--- config.mk ---
export PLATFORM = sky130hd
export DESIGN_NAME = stream_fifo
export DESIGN_NICKNAME = d
export VERILOG_FILES = /design/src/rtl/fifo_ram.sv /design/src/rtl/stream_fifo.sv
export SDC_FILE = /design/constraint.sdc
export NUM_CORES = 1
export LEC_CHECK = 0
export BUFFER_PORTS_ARGS = -buffer_cell sky130_fd_sc_hd__buf_2
export CORE_MARGIN = 3
export CORE_UTILIZATION = 32
export DETAILED_ROUTE_END_ITERATION = 12
export MAX_ROUTING_LAYER = met4
export PLACE_DENSITY = 0.47
export RECOVER_POWER = 100
export SYNTH_ARGS = -nofsm -noshare
export SYNTH_HDL_FRONTEND = slang
export SYNTH_HIERARCHICAL = 1
export SYNTH_SLANG_ARGS = --single-unit
--- constraint.sdc ---
create_clock -name clk -period 5.55 [get_ports clk]
set_input_delay 0.555 -clock clk [delete_from_list [all_inputs] [get_ports clk]]
set_output_delay 0.555 -clock clk [all_outputs]
set_load 0.1 [all_outputs]
--- src/rtl/fifo_ram.sv ---
// Storage array for stream_fifo: DEPTH x DATA_WIDTH registers, one write port, async read port.
// Latency: write lands at the clock edge; read data follows rdAddr combinationally.
// Backpressure: none; the owner decides when writes are allowed.
// Ports: clk; wrEn/wrAddr/wrData write port; rdAddr/rdData asynchronous read port.
module fifo_ram #(
    parameter int DATA_WIDTH = 16,
    parameter int ADDR_W     = 4,
    parameter int DEPTH      = 1 << ADDR_W
) (
    input  logic                  clk,
    input  logic                  wrEn,
    input  logic [ADDR_W-1:0]     wrAddr,
    input  logic [DATA_WIDTH-1:0] wrData,
    input  logic [ADDR_W-1:0]     rdAddr,
    output logic [DATA_WIDTH-1:0] rdData
);

    // Contents are deliberately not reset; pointers alone define validity.
    logic [DATA_WIDTH-1:0] mem [DEPTH];

    always_ff @(posedge clk) begin
        if (wrEn) begin
            mem[wrAddr] <= wrData;
        end
    end

    assign rdData = mem[rdAddr];

endmodule

--- src/rtl/stream_fifo.sv ---
// Parametrised synchronous stream FIFO with count, almost flags, sticky errors and flush.
// Latency: writeAck 1 cycle; read 1 cycle (FWFT=0) or head word visible combinationally (FWFT=1).
// Backpressure: push refused when full unless a pop is accepted in the same cycle; pop refused when empty.
// Ports: clk, rstN (async active-low), flush; writeReq/dataIn/writeAck push side;
//        readReq/readAck/dataOut pop side; empty/full/count/almostFull/almostEmpty status;
//        overflow/underflow sticky errors cleared by clearErr.
module stream_fifo #(
    parameter int DATA_WIDTH      = 16,
    parameter int FIFO_LOG_LENGTH = 4,
    parameter int AFULL_LEVEL     = (1 << FIFO_LOG_LENGTH) - 2,
    parameter int AEMPTY_LEVEL    = 2,
    parameter int FWFT            = 0
) (
    input  logic                       clk,
    input  logic                       rstN,
    input  logic                       flush,
    input  logic                       writeReq,
    input  logic [DATA_WIDTH-1:0]      dataIn,
    output logic                       writeAck,
    input  logic                       readReq,
    output logic                       readAck,
    output logic [DATA_WIDTH-1:0]      dataOut,
    output logic                       empty,
    output logic                       full,
    output logic [FIFO_LOG_LENGTH:0]   count,
    output logic                       almostFull,
    output logic                       almostEmpty,
    output logic                       overflow,
    output logic                       underflow,
    input  logic                       clearErr
);

    localparam int DEPTH = 1 << FIFO_LOG_LENGTH;
    localparam int PTR_W = FIFO_LOG_LENGTH + 1;
    localparam logic [PTR_W-1:0] AFULL_CNT  = PTR_W'(AFULL_LEVEL);
    localparam logic [PTR_W-1:0] AEMPTY_CNT = PTR_W'(AEMPTY_LEVEL);

    // Extra MSB on each pointer distinguishes full from empty, so every slot is usable.
    logic [PTR_W-1:0]      putPtr;
    logic [PTR_W-1:0]      getPtr;
    logic                  popAccepted;
    logic                  pushAccepted;
    logic [DATA_WIDTH-1:0] headData;

    assign empty = (putPtr == getPtr);
    assign full  = (putPtr[FIFO_LOG_LENGTH-1:0] == getPtr[FIFO_LOG_LENGTH-1:0]) &&
                   (putPtr[FIFO_LOG_LENGTH] != getPtr[FIFO_LOG_LENGTH]);
    assign count       = putPtr - getPtr;
    assign almostFull  = (count >= AFULL_CNT);
    assign almostEmpty = (count <= AEMPTY_CNT);

    // Flush overrides any traffic in the same cycle, including error detection.
    assign popAccepted  = readReq && !empty && !flush;
    assign pushAccepted = writeReq && (!full || popAccepted) && !flush;

    always_ff @(posedge clk or negedge rstN) begin
        if (!rstN) begin
            putPtr   <= '0;
            getPtr   <= '0;
            writeAck <= 1'b0;
        end else if (flush) begin
            putPtr   <= '0;
            getPtr   <= '0;
            writeAck <= 1'b0;
        end else begin
            writeAck <= pushAccepted;
            if (pushAccepted) putPtr <= putPtr + 1'b1;
            if (popAccepted)  getPtr <= getPtr + 1'b1;
        end
    end

    // Sticky errors: a new error event wins over a simultaneous clearErr.
    always_ff @(posedge clk or negedge rstN) begin
        if (!rstN) begin
            overflow  <= 1'b0;
            underflow <= 1'b0;
        end else begin
            if (writeReq && full && !popAccepted && !flush) overflow <= 1'b1;
            else if (clearErr)                               overflow <= 1'b0;
            if (readReq && empty && !flush)                  underflow <= 1'b1;
            else if (clearErr)                               underflow <= 1'b0;
        end
    end

    fifo_ram #(
        .DATA_WIDTH (DATA_WIDTH),
        .ADDR_W     (FIFO_LOG_LENGTH),
        .DEPTH      (DEPTH)
    ) uRam (
        .clk    (clk),
        .wrEn   (pushAccepted),
        .wrAddr (putPtr[FIFO_LOG_LENGTH-1:0]),
        .wrData (dataIn),
        .rdAddr (getPtr[FIFO_LOG_LENGTH-1:0]),
        .rdData (headData)
    );

    generate
        if (FWFT != 0) begin : gFwft
            // Head word is presented directly; the pop retires it at the acking edge.
            assign readAck = popAccepted;
            assign dataOut = headData;
        end else begin : gReg
            logic                  readAckReg;
            logic [DATA_WIDTH-1:0] dataOutReg;

            always_ff @(posedge clk or negedge rstN) begin
                if (!rstN) begin
                    readAckReg <= 1'b0;
                    dataOutReg <= '0;
                end else if (flush) begin
                    readAckReg <= 1'b0;
                end else begin
                    readAckReg <= popAccepted;
                    if (popAccepted) dataOutReg <= headData;
                end
            end

            assign readAck = readAckReg;
            assign dataOut = dataOutReg;
        end
    endgenerate

endmodule

==> out/qor.yml <==
cts_resized: 0
relSlewSlack_pct: -42.33
tightestPinTransition_ns: 2.135
rr_worst_depth: 7
place_hpwl_mm: 14.87
r2r-start: "getPtr[0]"
wire_per_inst_um: 23.65
cts_buffers: 31
num_antenna_cells: 0
syn_to_final_growth_pct: 15.66
ios: 51
synthAdderAreaFrac_pct: 0.8494
grt.total_usage_pct: 14.43
synth_edf_count: 256
first_pass_iters: 4
layout_commonest_cell: "edfxtp_1"
crit_type: "flip-flop to output port"
required_ns: 4.99
rows: 67
synth_area_leaders: "edfxtp_1 (69%), mux4_2 (11%), dfrtp_1 (6.7%), mux4_1 (2.3%), a22oi_1 (2.1%)"
clkTransAtPathRegs_ns: 0.06
period_share_pct: 80.11
cts_buffer_depth: 3
yosys.cell_types.count: 44
insertion_delay_ns: 0.55
yosys.area.top_type: "edfxtp_1"
drive_gt1_share_pct: 21.96
cts-root-buf: "clkbuf_16"
outcome: "finished, violations left"
slew_violations: 210
skew_ns: 0.01357
synth_nets: 561
crit_slowest_cell: "clkbuf_1"
path_max_fanout: 32
grt_pass1_vias: 5712
cp-start-kind: "flip-flop"
p_leak_nw: 4.105
gr-total-overflow: 0
synth_xor_area_share_pct: 0.9947
port_buffers: 50
yosys_warnings: 6
tns_ns: 0
postCtsHoldBufs: 0
hold_class: "input port to flip-flop"
crit_end: "almostEmpty"
ys_seq_area_share_pct: 75.38
fp.dieW_um: 193.0
gp_congestion: 0.7638
drc_errors: 0
drtIter0Drc: 337
antenna_left: 0
finalHoldViolCount: 0
vdd.ir_drop.worst_mv: 0.3564
timing.rr.end: "uRam/mem[12][8]"
final_cell_count_no_fill: 1081
synth_top_area_share_pct: 68.67
dp.cells: 1023
violations: "max-capacitance violations, max-slew violations"
netlist_instances: 532
max_stage_delay_ns: 0.91
grt_max_degree: 68
crit_start: "getPtr[0]"
r2r_setup_slack_ns: 1.19
crit_chain: "ha_1, inv_1, fa_2, a21o_1, a21oi_4, xnor2_4, a2111oi_0, clkbuf_1"
cts_num_sinks: 286
utilization_pct: 38.04
wl_mm: 25.56
final_cell_mix: "edfxtp_1 (256), clkbuf_1 (64), mux4_2 (54), a22oi_1 (32), clkbuf_16 (31)"
viasPerCell: 4.969
rsz0062_at_grt: "no"
n_fill_cell: 3176
cts_tree: "built"
design_area_mm2: 0.01295
whs_ns: 0.3211
syn_area_per_cell_um2: 21.04
antenna_found_initial: 1
coreArea_mm2: 0.03404
die_y_um: 193.0
arrival_ns: 3.89
htreeDepth: 1
postPlaceCellArea_mm2: 0.01208
vias: 5371
grt_pass1_wl_mm: 38.14
synthArstFlopShare_pct: 10.49
die_area_mm2: 0.03726
synthSimpleGateAreaFrac_pct: 2.861
cts_setup_buffers: 0
setup-violations-final: 0
synth_top_family_by_area: "multiplexers"
maxCapViolCount: 12
nets: 637
muxShareOfSynthArea_pct: 15.00
start_util_pct: 32.89
fmaxAchievable_ghz: 0.2249
synth_compound_area_share_pct: 3.409
fin_crit_ns: 4.446
endpoint_kind: "output port"
synthesis.area_mm2: 0.01119
p_per_area_mw_per_mm2: 453.5
ys_ff_latch: 286
synth_top_flop_cell: "edfxtp_1"
-- per-layer routing --
layer	GRT usage, %	wire length (um)	share of wire, %
met5	-	0	0
met4	2.643	405	1.6
met3	2.188	1223	4.8
met2	22.74	12180	48
met1	20.32	11750	46
-- critical path: cells and delay by family (launching register included) --
family | cells | cell delay [ns]
adders and majority gates | 2 | 0.63
AOI/OAI and AO/OA | 3 | 0.78
xor gates and xnor gates | 1 | 0.10
buffers and inverters | 2 | 0.97
DFF | 1 | 0.85
-- synth_stat cells, drive strengths merged (4+ instances only) --
| library cell | n |
|---|---|
| clkbuf | 9 |
| mux2 | 16 |
| xnor2 | 4 |
| ha | 6 |
| nor3 | 4 |
| a22oi | 32 |
| mux4 | 64 |
| edfxtp | 256 |
| nand2 | 18 |
| a21oi | 4 |
| xor2 | 7 |
| o21ai | 5 |
| buf | 14 |
| inv | 8 |
| dfrtp | 30 |
| nor2 | 24 |
-- kinds of logic (layout without fill, tap and decap cells) --
family | after synthesis | count (layout)
AOI/OAI and AO/OA | 50 | 50
xor gates and xnor gates | 11 | 11
adders and majority gates | 7 | 7
buffers and inverters | 31 | 132
DFF | 286 | 286
muxes | 82 | 82
and+or+nand+nor | 65 | 65
-- state kept, by name, indices dropped and copies added, names as in the netlist --
| name | count |
|---|---|
| putPtr | 5 |
| dataOut | 16 |
| uRam/mem | 256 |
| overflow | 1 |
| underflow | 1 |
| writeAck | 1 |
| readAck | 1 |
| getPtr | 5 |
-- layout make-up --
type | instances | area (um^2) | share of cell area, %
Clock inverter | 18 | 215.2 | 1.662
Multi-Input combinational cell | 215 | 2596 | 20.05
Tap cell | 448 | 560.5 | 4.329
Clock buffer | 40 | 829.5 | 6.407
Inverter | 8 | 30.03 | 0.2319
Timing Repair Buffer | 66 | 271.5 | 2.097
Sequential cell | 286 | 8444 | 65.22
-- metrics by stage --
stage          power, mW  worst slack, ns
4_1_cts            5.991            1.454
5_1_grt            6.098           0.8321
3_5_place_dp       3.887            1.945
6_report           5.872            1.104
3_3_place_gp       3.880            2.034
2_1_floorplan      3.651           -1.485
-- worst min-delay path by stage --
stage,end,depth (start not counted),startpoint
finish,overflow,3,clearErr
global route,overflow,3,clearErr
CTS,dataOut[13],1,rstN
detailed placement,dataOut[9],1,dataOut[9]
global placement,overflow,1,overflow
floorplan,dataOut[0],0,rstN
-- power by group --
group / internal (mW) / switching (mW)
registers: 2.43 / 0.0808
clock network: 1.28 / 0.803
logic: 0.325 / 0.953
Power figures use the tool's default switching activity.
